`config.mk`:
```
export PLATFORM = sky130hd
export DESIGN_NAME = change_dispenser
export DESIGN_NICKNAME = d
export VERILOG_FILES = /design/src/rtl/change_dispenser_pkg.sv /design/src/rtl/change_dispenser_coin_stock_counter.sv /design/src/rtl/change_dispenser.sv
export SDC_FILE = /design/constraint.sdc
export NUM_CORES = 1
export LEC_CHECK = 0
export BUFFER_PORTS_ARGS = -buffer_cell sky130_fd_sc_hd__buf_2
export CAP_MARGIN = 20
export CORE_UTILIZATION = 57
export CTS_BUF_LIST = sky130_fd_sc_hd__clkbuf_16
export DETAILED_ROUTE_END_ITERATION = 6
export PLACE_DENSITY = 0.75
export RECOVER_POWER = 50
export SLEW_MARGIN = 25
export SYNTH_ARGS = -nofsm -noshare
export SYNTH_HDL_FRONTEND = slang
export SYNTH_HIERARCHICAL = 1
export SYNTH_SLANG_ARGS = --single-unit
```
`constraint.sdc`:
```
create_clock -name CLK -period 4.6 [get_ports CLK]
set_input_delay 0.92 -clock CLK [delete_from_list [all_inputs] [get_ports CLK]]
set_output_delay 0.92 -clock CLK [all_outputs]
set_load 0.01 [all_outputs]
```
`src/rtl/change_dispenser_pkg.sv`:
```
// Shared types and coin constants for the change dispenser.
// Amounts are in half-farthing units: penny = 8, farthing = 2, half-farthing = 1.
package change_dispenser_pkg;

  typedef enum logic [1:0] {NONE, PEN, FA, HFA} coin_t;

  typedef enum logic [2:0] {IDLE, SELECT, PRESENT, GAP, FINISH} state_t;

  localparam int unsigned PEN_VAL = 8;
  localparam int unsigned FA_VAL  = 2;
  localparam int unsigned HFA_VAL = 1;

  function automatic int unsigned coin_value(input coin_t coin);
    case (coin)
      PEN:     coin_value = PEN_VAL;
      FA:      coin_value = FA_VAL;
      HFA:     coin_value = HFA_VAL;
      default: coin_value = 0;
    endcase
  endfunction

  // Greedy choice: largest coin that fits the remainder and is still in stock.
  function automatic coin_t pick_coin(input int unsigned rem, input logic pen_ok,
                                      input logic fa_ok, input logic hfa_ok);
    if (rem >= PEN_VAL && pen_ok)      pick_coin = PEN;
    else if (rem >= FA_VAL && fa_ok)   pick_coin = FA;
    else if (rem >= HFA_VAL && hfa_ok) pick_coin = HFA;
    else                               pick_coin = NONE;
  endfunction

endpackage

```
`src/rtl/change_dispenser_coin_stock_counter.sv`:
```
// Stock counter for one coin type: reloads to its initial value, counts down
// on each dispensed coin and never wraps below zero.
module coin_stock_counter #(
  parameter int WIDTH = 4,
  parameter int INIT  = 15
) (
  input  logic clk,
  input  logic rst,
  input  logic reload,
  input  logic decrement,
  output logic empty
);

  logic [WIDTH-1:0] count;

  always_ff @(posedge clk or posedge rst) begin
    if (rst)
      count <= WIDTH'(INIT);
    else if (reload)
      count <= WIDTH'(INIT);
    else if (decrement && count != '0)
      count <= count - 1'b1;
  end

  assign empty = (count == '0);

endmodule

```
`src/rtl/change_dispenser.sv`:
```
// Change dispenser: pays a loaded amount one coin at a time over a
// request/acknowledge handshake to the ejector, greedy with stock fallback.
module change_dispenser
  import change_dispenser_pkg::*;
#(
  parameter int AMT_W      = 5,
  parameter int STOCK_W    = 4,
  parameter int PEN_STOCK  = 15,
  parameter int FA_STOCK   = 15,
  parameter int HFA_STOCK  = 15,
  parameter int GAP_CYCLES = 2
) (
  input  logic             CLK,
  input  logic             RES,
  input  logic             Load,
  input  logic [AMT_W-1:0] Amount,
  input  logic             Refill,
  input  logic             Eject_ack,
  output logic             Ready,
  output logic             Pen_out,
  output logic             Fa_out,
  output logic             HFa_out,
  output logic             Done,
  output logic             Short,
  output logic [AMT_W-1:0] Remaining
);

  localparam int GAP_W = (GAP_CYCLES > 2) ? $clog2(GAP_CYCLES) : 1;
  localparam logic [GAP_W-1:0] GAP_LAST = GAP_W'((GAP_CYCLES > 0) ? GAP_CYCLES - 1 : 0);

  state_t           state, next_state;
  coin_t            coin_reg, sel;
  logic [GAP_W-1:0] gap_cnt;
  logic [AMT_W-1:0] rem_after;
  logic             pen_empty, fa_empty, hfa_empty;
  logic             reload, paid;

  assign reload    = (state == IDLE) && Refill;
  assign paid      = (state == PRESENT) && Eject_ack;
  assign rem_after = Remaining - AMT_W'(coin_value(coin_reg));
  assign sel       = pick_coin(32'(Remaining), !pen_empty, !fa_empty, !hfa_empty);

  coin_stock_counter #(.WIDTH(STOCK_W), .INIT(PEN_STOCK)) pen_stock (
    .clk(CLK), .rst(RES), .reload(reload),
    .decrement(paid && coin_reg == PEN), .empty(pen_empty)
  );

  coin_stock_counter #(.WIDTH(STOCK_W), .INIT(FA_STOCK)) fa_stock (
    .clk(CLK), .rst(RES), .reload(reload),
    .decrement(paid && coin_reg == FA), .empty(fa_empty)
  );

  coin_stock_counter #(.WIDTH(STOCK_W), .INIT(HFA_STOCK)) hfa_stock (
    .clk(CLK), .rst(RES), .reload(reload),
    .decrement(paid && coin_reg == HFA), .empty(hfa_empty)
  );

  always_ff @(posedge CLK or posedge RES) begin
    if (RES)
      state <= IDLE;
    else
      state <= next_state;
  end

  always_comb begin
    next_state = state;
    case (state)
      IDLE:    if (Load) next_state = (Amount == '0) ? FINISH : SELECT;
      SELECT:  next_state = (sel != NONE) ? PRESENT : FINISH;
      PRESENT: begin
        if (Eject_ack) begin
          if (rem_after == '0)     next_state = FINISH;
          else if (GAP_CYCLES > 0) next_state = GAP;
          else                     next_state = SELECT;
        end
      end
      GAP:     if (gap_cnt == GAP_LAST) next_state = SELECT;
      FINISH:  next_state = IDLE;
      default: next_state = IDLE;
    endcase
  end

  // Done and Short share FINISH; the leftover remainder tells them apart.
  always_comb begin
    Ready = 1'b0;
    Done  = 1'b0;
    Short = 1'b0;
    case (state)
      IDLE:    Ready = 1'b1;
      FINISH: begin
        Done  = (Remaining == '0);
        Short = (Remaining != '0);
      end
      default: ;
    endcase
  end

  always_ff @(posedge CLK or posedge RES) begin
    if (RES) begin
      Remaining <= '0;
      Pen_out   <= 1'b0;
      Fa_out    <= 1'b0;
      HFa_out   <= 1'b0;
    end else begin
      if (state == IDLE && Load)
        Remaining <= Amount;
      else if (paid)
        Remaining <= rem_after;

      if (state == SELECT) begin
        Pen_out <= (sel == PEN);
        Fa_out  <= (sel == FA);
        HFa_out <= (sel == HFA);
      end else if (paid) begin
        Pen_out <= 1'b0;
        Fa_out  <= 1'b0;
        HFa_out <= 1'b0;
      end
    end
  end

  always_ff @(posedge CLK) begin
    if (state == SELECT)
      coin_reg <= sel;
    gap_cnt <= (state == GAP) ? gap_cnt + 1'b1 : '0;
  end

endmodule

```
Word-level counts from Yosys, hierarchy flattened. Cells that the tools add are included.

Order comparisons: 3. Equal/unequal tests: 13. Reductions and logical operators: 33. Add/subtract/negate cells: 5. Mux-type cells: 26.

Operator list (number): $mux W4 (6); $mux W3 (6); $logic_not A5 Y1 (3); $logic_and A1 B1 Y1 (12); $logic_not A4 Y1 (3); $pmux W3 S4 (1); $pmux W4 S3 (1); $reduce_bool A2 Y1 (6); $reduce_bool A4 Y1 (3); $sub A4 B1 Y4 const B (3); $mux W5 (2); $eq A2 B2 Y1 const B (4); $mux W1 (7); $eq A3 B2 Y1 const B (2); $mux W2 (3); $ne A2 B2 Y1 const B (3); $ge A5 B1 Y1 const B (1); $ge A5 B2 Y1 const B (1); $ge A5 B4 Y1 const B (1); $reduce_bool A5 Y1 (1); $sub A5 B5 Y5 (1); $eq A2 B1 Y1 const B (2); $eq A3 B1 Y1 const B (1); $eq A3 B3 Y1 const B (1); 4 further kinds (6).

Output and inout port bits: 11. Flip-flop bits (word level): 26. Bits of input ports: 10.

Logic depth before layout (Yosys ltp). Gate-level depths: netlist (run 1).

Word-level depth: 9. Gate-level depth with buffers: 8.

By module. The synthesis (run 1) kept the hierarchy.

By module, submodules not included: change_dispenser (area an instance 924.6 µm², instances 1, sequential area each 355.3 µm², cells each 104); coin_stock_counter (area an instance 227.7 µm², instances 3, sequential area each 105.1 µm², cells each 22).

Least setup slack after synthesis (run 1). Ideal clock, no wire load.

Path kind: input port to flip-flop. Start point: input Eject_ack. End point: register hfa_stock.count[3]. Path buffers: 1. Stages on the path: 5. Data required time: 4.518 ns. Slack: 2.273 ns. Arrival: 2.245 ns. Library setup time: 0.082 ns. Cells stage by stage: nor4bb_1 -> clkbuf_2 -> and2_1 -> or4b_4 -> a211o_1.

Word-level cells in the longest chain between the ends: 4.

Ends and longest elaborated chain: from (decl) (line change_dispenser.sv:18) `input logic Eject_ack,`; $logic_and A1 B1 Y1 (line change_dispenser.sv:39) `assign paid = (state == PRESENT) && Eject_ack;`; $logic_and A1 B1 Y1 (line change_dispenser.sv:55) `.decrement(paid && coin_reg == HFA), .empty(hfa_empty)`; $logic_and A1 B1 Y1 (line change_dispenser_coin_stock_counter.sv:21) `else if (decrement && count != '0)`; $reduce_bool A2 Y1 (no line); to (signal assigned) (line change_dispenser_coin_stock_counter.sv:18) `count <= WIDTH'(INIT);`; to (signal assigned) (line change_dispenser_coin_stock_counter.sv:20) `count <= WIDTH'(INIT);`; to (signal assigned) (line change_dispenser_coin_stock_counter.sv:22) `count <= count - 1'b1;`; to (decl) (line change_dispenser_coin_stock_counter.sv:14) `logic [WIDTH-1:0] count;`.

Every way passes these cells. A chain may end at the register's enable or synchronous reset.

Final worst setup path (run 1).
Start point: register Remaining[2]. End point: output Done.

Word-level cells in the longest chain between the ends: 2.

Ends and longest elaborated chain: from (decl) (line change_dispenser.sv:25) `output logic [AMT_W-1:0] Remaining`; from (signal assigned) (line change_dispenser.sv:106) `Remaining <= Amount;`; from (signal assigned) (line change_dispenser.sv:108) `Remaining <= rem_after;`; $logic_not A5 Y1 (line change_dispenser.sv:91) `Done = (Remaining == '0);`; $mux W1 (line change_dispenser.sv:88) `case (state)`; to (decl) (line change_dispenser.sv:23) `output logic Done,`.

Every way passes these cells.

==> results of run 1 <==
==> synth_stat cells (3+ instances only) <==
| library cell | n | area share [%] |
|---|---|---|
| sky130_fd_sc_hd__a211o_1 | 7 | 3.8 |
| sky130_fd_sc_hd__nand2_1 | 14 | 3.3 |
| sky130_fd_sc_hd__a22oi_1 | 3 | 1.4 |
| sky130_fd_sc_hd__nor3_1 | 6 | 1.9 |
| sky130_fd_sc_hd__dfstp_2 | 12 | 20 |
| sky130_fd_sc_hd__nor2_1 | 21 | 4.9 |
| sky130_fd_sc_hd__nand2b_1 | 3 | 1.2 |
| sky130_fd_sc_hd__inv_1 | 16 | 3.7 |
| sky130_fd_sc_hd__and2_1 | 4 | 1.6 |
| sky130_fd_sc_hd__nor2b_1 | 8 | 3.1 |
| sky130_fd_sc_hd__or4b_4 | 3 | 2.6 |
| sky130_fd_sc_hd__o21ai_0 | 8 | 2.5 |
| sky130_fd_sc_hd__ha_1 | 6 | 4.7 |
| sky130_fd_sc_hd__nor3b_1 | 7 | 3.3 |
| sky130_fd_sc_hd__dfrtp_1 | 11 | 17 |
| sky130_fd_sc_hd__a31oi_1 | 3 | 1.2 |
| sky130_fd_sc_hd__mux2i_1 | 7 | 4.4 |
==> kinds of logic after synthesis <==
logic type                 count (synthesis)  synth area share [%]
buffers and inverters                     19                  5.06
AOI/OAI and AO/OA                         33                  14.9
and+or+nand+nor                           77                  27.5
muxes                                      7                  4.36
DFF                                       26                  41.7
xor gates and xnor gates                   1                 0.545
adders and majority gates                  7                  5.91
==> layer usage <==
layer / vias up / track usage, % / part of all wire (%)
li1: 646 / - / -
met1: 632 / 29.8 / 47
met2: 28 / 41.0 / 49
met3: 4 / 4.10 / 2.8
met4: 0 / 5.83 / 0.78
met5: - / 0 / 0
==> critical path, stage by stage (launching register included) <==
cell	delay (ns)
sky130_fd_sc_hd__dfrtp_1	0.47
sky130_fd_sc_hd__nor4_1	0.53
sky130_fd_sc_hd__and2_1	0.28
sky130_fd_sc_hd__and3_1	0.17
sky130_fd_sc_hd__buf_2	0.12
==> per-stage QoR <==
step	power (uW)	cell area [um^2]	setup slack [ns]	instances	utilization, %
floorplan	842	1610	2.27	170	-
global placement	951	1730	2.13	218	67.4
detailed placement	984	1730	2.11	218	67.4
CTS	1240	1840	1.88	222	71.5
global route	1320	1830	1.75	222	71.3
finish	1230	1830	1.86	222	71.3
==> layout by cell type (no fill, tap or decap), drive strengths merged, types with 2 or more instances in the layout <==
master / instances
dfrtp: 11
ha: 6
a31oi: 3
nand2: 14
nor2: 21
mux2i: 7
and2: 4
o31ai: 2
a22oi: 3
nand3: 2
inv: 16
or4b: 3
nor2b: 8
buf: 16
a21oi: 2
clkbuf: 8
a221o: 2
dfstp: 12
o21ai: 8
nor3b: 7
a211o: 8
nor3: 6
edfxtp: 2
nand2b: 3
or2: 2
==> final timing paths <==
path                            depth (start not counted)            to
worst min-delay path                                    1       gap_cnt
max in group asynchronous                               2      state[1]
min in group asynchronous                               2  Remaining[2]
worst max-delay path                                    4          Done
worst max register to register                          6      state[1]
worst min register to register                          1       gap_cnt
==> power by group through the flow <==
stage          sequential, uW  combinational, uW  clock (uW)
2_1_floorplan             431                411           0
3_3_place_gp              447                504           0
3_5_place_dp              453                531           0
4_1_cts                   451                538         253
5_1_grt                   468                592         263
6_report                  452                531         248
==> cell type report <==
type	instances	area, um^2	area share (%)
Timing Repair Buffer	21	101	5.54
Clock inverter	1	30.0	1.64
Inverter	16	60.1	3.28
Multi-Input combinational cell	125	856	46.8
Clock buffer	3	75.1	4.10
Sequential cell	26	671	36.6
Tap cell	30	37.5	2.05
==> run_summary.xml, run 1 <==
<?xml version="1.0" encoding="UTF-8"?>
<metrics>
  <group name="status">
    <metric name="status" unit="">finished, final reports clean</metric>
  </group>
  <group name="setup_path">
    <metric name="worst-path-max-fanout" unit="">9</metric>
    <metric name="timing.setup.critical_path_class" unit="">reg -&gt; out</metric>
    <metric name="rrSetupSlack" unit="ns">2.32</metric>
    <metric name="start_kind" unit="">flip-flop</metric>
    <metric name="crit_path_start" unit="">Remaining[2]</metric>
    <metric name="timing.critical_path.to_type" unit="">output port</metric>
    <metric name="timing.critical_path.arrival" unit="ns">1.82</metric>
    <metric name="r2r_start" unit="">coin_reg[0]</metric>
    <metric name="worstPathRequired" unit="ns">3.68</metric>
  </group>
  <group name="sta">
    <metric name="period_minus_slack" unit="ns">2.74</metric>
    <metric name="max_clock_freq" unit="MHz">365</metric>
    <metric name="final_worst_path_period_share" unit="%">59.6</metric>
    <metric name="unrepaired_setup_endpoints_after_global_routing" unit="">no</metric>
    <metric name="timing.final.max_slew_violations" unit="">0</metric>
    <metric name="layout_skew" unit="ns">0.00398</metric>
    <metric name="relSlewSlack" unit="%">57.5</metric>
    <metric name="hold_violations_final" unit="">0</metric>
    <metric name="post_route_hold_slack" unit="ns">0.428</metric>
    <metric name="fin_tns_setup" unit="ns">0</metric>
    <metric name="worstMarginPinSlew" unit="ns">0.637</metric>
    <metric name="setup-violations-final" unit="">0</metric>
  </group>
  <group name="die">
    <metric name="boundaryPins" unit="">21</metric>
    <metric name="die_height" unit="um">55.1</metric>
    <metric name="rows" unit="">18</metric>
    <metric name="effective_utilization_at_floorplan" unit="%">62.6</metric>
    <metric name="die_area" unit="mm^2">0.00304</metric>
    <metric name="floorplan.die.width" unit="um">55.1</metric>
    <metric name="placeableCoreArea" unit="mm^2">0.00257</metric>
  </group>
  <group name="finish">
    <metric name="max_reg_flops" unit="">5</metric>
    <metric name="area_grow_syn2layout" unit="%">13.9</metric>
    <metric name="layout_cell_share_with_drive_strength_beyond_1" unit="%">20.8</metric>
    <metric name="nets" unit="">210</metric>
    <metric name="regMostFlops" unit="">Remaining</metric>
    <metric name="filler_cells_inserted" unit="">206</metric>
    <metric name="n_antenna_cell" unit="">0</metric>
  </group>
  <group name="detailed_routing">
    <metric name="wl_per_cell" unit="um">14.5</metric>
    <metric name="detailedRoute.firstIterationViolations" unit="">22</metric>
    <metric name="via_count" unit="">1310</metric>
    <metric name="drtPass1Iterations" unit="">6</metric>
    <metric name="postRouteWirelength" unit="mm">3.23</metric>
    <metric name="drt_drc_violations_left" unit="">0</metric>
    <metric name="via_per_inst" unit="">5.90</metric>
    <metric name="antenna_violating_nets_post_route" unit="">0</metric>
  </group>
  <group name="synth">
    <metric name="number_of_distinct_library_cell_variants_in_the_gate_level_netlist_after_synthesis" unit="">42</metric>
    <metric name="ys_seq_area_share" unit="%">41.7</metric>
    <metric name="postSynth.topFlopCell" unit="">sky130_fd_sc_hd__dfstp_2</metric>
    <metric name="syn_avg_cell_area" unit="um^2">9.46</metric>
    <metric name="synth-seq-cells" unit="">26</metric>
    <metric name="syn_inst" unit="">170</metric>
    <metric name="synth-edff-count" unit="">2</metric>
    <metric name="syn-cell-area" unit="mm^2">0.00161</metric>
    <metric name="postSynth.asyncResetShare" unit="%">88.5</metric>
    <metric name="synth-warning-count" unit="">6</metric>
    <metric name="post_syn_nets" unit="">187</metric>
  </group>
  <group name="pwr">
    <metric name="combinationalPowerShare" unit="%">43.2</metric>
    <metric name="total_leakage_power" unit="uW">0.000821</metric>
    <metric name="power_frac_clock" unit="%">20.1</metric>
    <metric name="p_seq_share" unit="%">36.7</metric>
    <metric name="ir_drop" unit="uV">450</metric>
    <metric name="p_int" unit="uW">754</metric>
    <metric name="switching_part_of_the_total" unit="%">38.7</metric>
    <metric name="power.net_switching" unit="uW">476</metric>
    <metric name="cellPowerDensity" unit="mW/mm^2">672</metric>
  </group>
  <group name="job">
    <metric name="number_of_maximum_capacitance_constraint_violations" unit="">0</metric>
  </group>
  <group name="place">
    <metric name="buffer_ports.inserted" unit="">20</metric>
    <metric name="gp_congestion" unit="">0.862</metric>
    <metric name="detailedPlacementHpwl" unit="mm">2.48</metric>
  </group>
  <group name="clock_tree">
    <metric name="cts-root-buf" unit="">sky130_fd_sc_hd__clkbuf_16</metric>
    <metric name="clock-sinks" unit="">26</metric>
    <metric name="cts_resized" unit="">0</metric>
    <metric name="clock_path_buffers" unit="">2</metric>
    <metric name="cts_tree" unit="">built</metric>
    <metric name="clk-insertion-delay-late" unit="ns">0.26</metric>
    <metric name="cts_setup_buffers" unit="">0</metric>
    <metric name="clkTransAtPathRegs" unit="ns">0.06</metric>
    <metric name="hold_fix_buffers_at_cts" unit="">0</metric>
    <metric name="cts_max_level" unit="">1</metric>
    <metric name="cts_made_buffers" unit="">3</metric>
  </group>
  <group name="hold_path">
    <metric name="min-delay-path-class" unit="">reg -&gt; reg</metric>
    <metric name="worstHoldStart" unit="">gap_cnt</metric>
  </group>
  <group name="global_route">
    <metric name="grt_usage" unit="%">23.4</metric>
    <metric name="grt_pass1_wl" unit="mm">5.09</metric>
    <metric name="grt_start_max_net_pins" unit="">19</metric>
    <metric name="grt_pass1_vias" unit="">1196</metric>
    <metric name="globalRoute.totalOverflow" unit="">0</metric>
    <metric name="grt_antenna_before_repair" unit="">0</metric>
  </group>
</metrics>
No activity file was read; power rests on OpenSTA's default activity.
==> run 2: changes to the inputs <==
--- a/config.mk
+++ b/config.mk
@@ -7,10 +7,10 @@
 export LEC_CHECK = 0
 export BUFFER_PORTS_ARGS = -buffer_cell sky130_fd_sc_hd__buf_2
 export CAP_MARGIN = 20
-export CORE_UTILIZATION = 57
+export CORE_UTILIZATION = 51
 export CTS_BUF_LIST = sky130_fd_sc_hd__clkbuf_16
 export DETAILED_ROUTE_END_ITERATION = 6
-export PLACE_DENSITY = 0.75
+export PLACE_DENSITY = 0.71
 export RECOVER_POWER = 50
 export SLEW_MARGIN = 25
 export SYNTH_ARGS = -nofsm -noshare
==> constraint.sdc (replaced) <==
create_clock -name CLK -period 2.3 [get_ports CLK]
set_input_delay 0.46 -clock CLK [delete_from_list [all_inputs] [get_ports CLK]]
set_output_delay 0.46 -clock CLK [all_outputs]
set_load 0.01 [all_outputs]
==> run 2 against run 1 <==
Global-route usage shrank 0.77 points. Flip-flop and latch count unchanged. Routed wire length increased by 5.1%. First-iteration DRC count grew to 3.9 times the previous value. Register-to-register slack got worse by 2.3 ns. Cell count grew 7.7%. Non-clock buffer count up 3. Die area up 11%. Core utilization down 9.6 points. Critical endpoint is now state[1].
==> run_summary.xml, run 2 (synthesis results as in run 1) <==
<?xml version="1.0" encoding="UTF-8"?>
<metrics>
  <group name="detailed_routing">
    <metric name="wl_per_cell" unit="um">14.2</metric>
    <metric name="antenna_violating_nets_post_route" unit="">0</metric>
    <metric name="detailedRoute.firstIterationViolations" unit="">85</metric>
    <metric name="drt_drc_violations_left" unit="">0</metric>
    <metric name="via_count" unit="">1335</metric>
    <metric name="postRouteWirelength" unit="mm">3.39</metric>
    <metric name="drtPass1Iterations" unit="">4</metric>
    <metric name="via_per_inst" unit="">5.59</metric>
  </group>
  <group name="setup_path">
    <metric name="worstPathRequired" unit="ns">2.44</metric>
    <metric name="cp_cell_sequence" unit="">nand2b_2 &gt; ha_1 &gt; nor2b_1 &gt; or4_4 &gt; a211o_1 &gt; a221o_1</metric>
    <metric name="slowest_delay" unit="ns">0.43</metric>
    <metric name="timing.critical_path.arrival" unit="ns">2.39</metric>
    <metric name="rrSetupSlack" unit="ns">0.05</metric>
    <metric name="start_kind" unit="">flip-flop</metric>
    <metric name="crit_path_max_delay_cell_type" unit="">sky130_fd_sc_hd__or4_4</metric>
    <metric name="worst-path-max-fanout" unit="">3</metric>
    <metric name="worstPathBufferInverterCount" unit="">0</metric>
    <metric name="endpoint" unit="">state[1]</metric>
    <metric name="worst-r2r-cell-count" unit="">6</metric>
    <metric name="crit_path_start" unit="">coin_reg[0]</metric>
    <metric name="cp_top_family" unit="">simple AND/OR/NAND/NOR gates</metric>
    <metric name="crit-reg2reg-capture" unit="">state[1]</metric>
    <metric name="r2r_start" unit="">coin_reg[0]</metric>
    <metric name="critical_path_depth" unit="">6</metric>
    <metric name="timing.setup.critical_path_class" unit="">reg -&gt; reg</metric>
    <metric name="timing.critical_path.to_type" unit="">flip-flop</metric>
  </group>
  <group name="sta">
    <metric name="worstMarginPinSlew" unit="ns">0.632</metric>
    <metric name="layout_skew" unit="ns">0.00211</metric>
    <metric name="hold_violations_final" unit="">0</metric>
    <metric name="final_worst_path_period_share" unit="%">97.6</metric>
    <metric name="relSlewSlack" unit="%">57.8</metric>
    <metric name="post_route_hold_slack" unit="ns">0.246</metric>
    <metric name="max_clock_freq" unit="MHz">445</metric>
    <metric name="setup-violations-final" unit="">0</metric>
    <metric name="period_minus_slack" unit="ns">2.25</metric>
    <metric name="fin_tns_setup" unit="ns">0</metric>
    <metric name="timing.final.max_slew_violations" unit="">0</metric>
  </group>
  <group name="finish">
    <metric name="n_antenna_cell" unit="">0</metric>
    <metric name="commonest_cells_after_routing_fill_and_taps_aside" unit="">sky130_fd_sc_hd__nor2_1, sky130_fd_sc_hd__inv_1, sky130_fd_sc_hd__nand2_1</metric>
    <metric name="area_grow_syn2layout" unit="%">16.3</metric>
    <metric name="layout.cells.most_common" unit="">sky130_fd_sc_hd__nor2_1</metric>
    <metric name="max_reg_flops" unit="">5</metric>
    <metric name="regMostFlops" unit="">Remaining</metric>
    <metric name="nets" unit="">213</metric>
    <metric name="layout_cell_share_with_drive_strength_beyond_1" unit="%">21.5</metric>
  </group>
  <group name="global_route">
    <metric name="grt_start_max_net_pins" unit="">19</metric>
    <metric name="grt_usage" unit="%">22.7</metric>
    <metric name="grt_pass1_wl" unit="mm">5.77</metric>
    <metric name="globalRoute.totalOverflow" unit="">0</metric>
    <metric name="grt_pass1_vias" unit="">1282</metric>
    <metric name="grt_antenna_before_repair" unit="">0</metric>
  </group>
  <group name="die">
    <metric name="floorplan.die.width" unit="um">58.1</metric>
    <metric name="effective_utilization_at_floorplan" unit="%">53.1</metric>
    <metric name="boundaryPins" unit="">21</metric>
    <metric name="rows" unit="">20</metric>
    <metric name="die_height" unit="um">58.1</metric>
    <metric name="placeableCoreArea" unit="mm^2">0.00303</metric>
    <metric name="die_area" unit="mm^2">0.00338</metric>
  </group>
  <group name="place">
    <metric name="detailedPlacementHpwl" unit="mm">2.64</metric>
    <metric name="buffer_ports.inserted" unit="">20</metric>
    <metric name="gp_congestion" unit="">0.841</metric>
  </group>
  <group name="clock_tree">
    <metric name="cts-root-buf" unit="">sky130_fd_sc_hd__clkbuf_16</metric>
    <metric name="clock-sinks" unit="">26</metric>
    <metric name="cts_max_level" unit="">1</metric>
    <metric name="cts_tree" unit="">built</metric>
    <metric name="hold_fix_buffers_at_cts" unit="">0</metric>
    <metric name="cts_made_buffers" unit="">3</metric>
    <metric name="clk-insertion-delay-late" unit="ns">0.26</metric>
    <metric name="clkTransAtPathRegs" unit="ns">0.06</metric>
    <metric name="clock_path_buffers" unit="">2</metric>
  </group>
  <group name="pwr">
    <metric name="total_leakage_power" unit="uW">0.000826</metric>
    <metric name="cellPowerDensity" unit="mW/mm^2">1340</metric>
    <metric name="ir_drop" unit="uV">608</metric>
  </group>
  <group name="status">
    <metric name="status" unit="">finished, final reports clean</metric>
  </group>
  <group name="hold_path">
    <metric name="min-delay-path-class" unit="">in -&gt; async</metric>
  </group>
  <group name="job">
    <metric name="number_of_maximum_capacitance_constraint_violations" unit="">0</metric>
  </group>
</metrics>
==> run 2: cell count changes in the layout (fill, tap and decap cells not counted), sizes merged <==
cell | before | now
clkbuf | 8 | 11
==> run 2: layout make-up <==
class                           instances  area, um^2
Multi-Input combinational cell        125         861
Fill cell                             253        1160
Tap cell                               44        55.1
Clock buffer                            3        75.1
Timing Repair Buffer                   24         118
Inverter                               16        60.1
Clock inverter                          1        30.0
Sequential cell                        26         671
==> run 2: worst min-delay path by stage <==
stage,cells after the start,from,endpoint
finish,2,RES,Remaining[4]
global route,2,RES,state[2]
CTS,2,RES,Remaining[4]
detailed placement,1,gap_cnt,gap_cnt
global placement,1,gap_cnt,gap_cnt
floorplan,1,RES,Fa_out
==> run 2: routing by layer <==
layer	wire, um	up-vias	GRT usage, %	share of wire [%]
li1	-	653	-	-
met1	1530	640	29.8	45
met2	1710	36	37.6	50
met3	108	6	4.69	3.2
met4	44	0	7.14	1.3
met5	0	-	0	0
==> run 2: report_power, final <==
group          internal, uW  switching (uW)  total [uW]
registers               699             200         899
logic                   480             619        1100
clock network           346             158         504
==> run 2: worst register-to-register path: stages, from the launching register on <==
cell                       delay, ns
sky130_fd_sc_hd__edfxtp_1       0.40
sky130_fd_sc_hd__nand2b_2       0.24
sky130_fd_sc_hd__ha_1           0.28
sky130_fd_sc_hd__nor2b_1        0.15
sky130_fd_sc_hd__or4_4          0.43
sky130_fd_sc_hd__a211o_1        0.33
sky130_fd_sc_hd__a221o_1        0.30
==> run 2: metrics by stage <==
| stage | cell area [um^2] | setup WS [ns] | power, uW | std cells | utilization (%) |
|---|---|---|---|---|---|
| after CTS | 1880 | 0.0623 | 2520 | 239 | 62.0 |
| final | 1870 | 0.0547 | 2500 | 239 | 61.7 |
| after global placement | 1770 | 0.162 | 1930 | 235 | 58.5 |
| after detailed placement | 1770 | 0.0952 | 1990 | 235 | 58.5 |
| after global routing | 1870 | -0.00661 | 2710 | 239 | 61.7 |
| after floorplan | 1610 | 0.202 | 1680 | 170 | - |
==> run 2: repair_timing <==
item                                    in CTS  in global routing
endpoints found under the setup margin       0                  1
gates resized for setup                      0                  2
buffers inserted                             0                  0
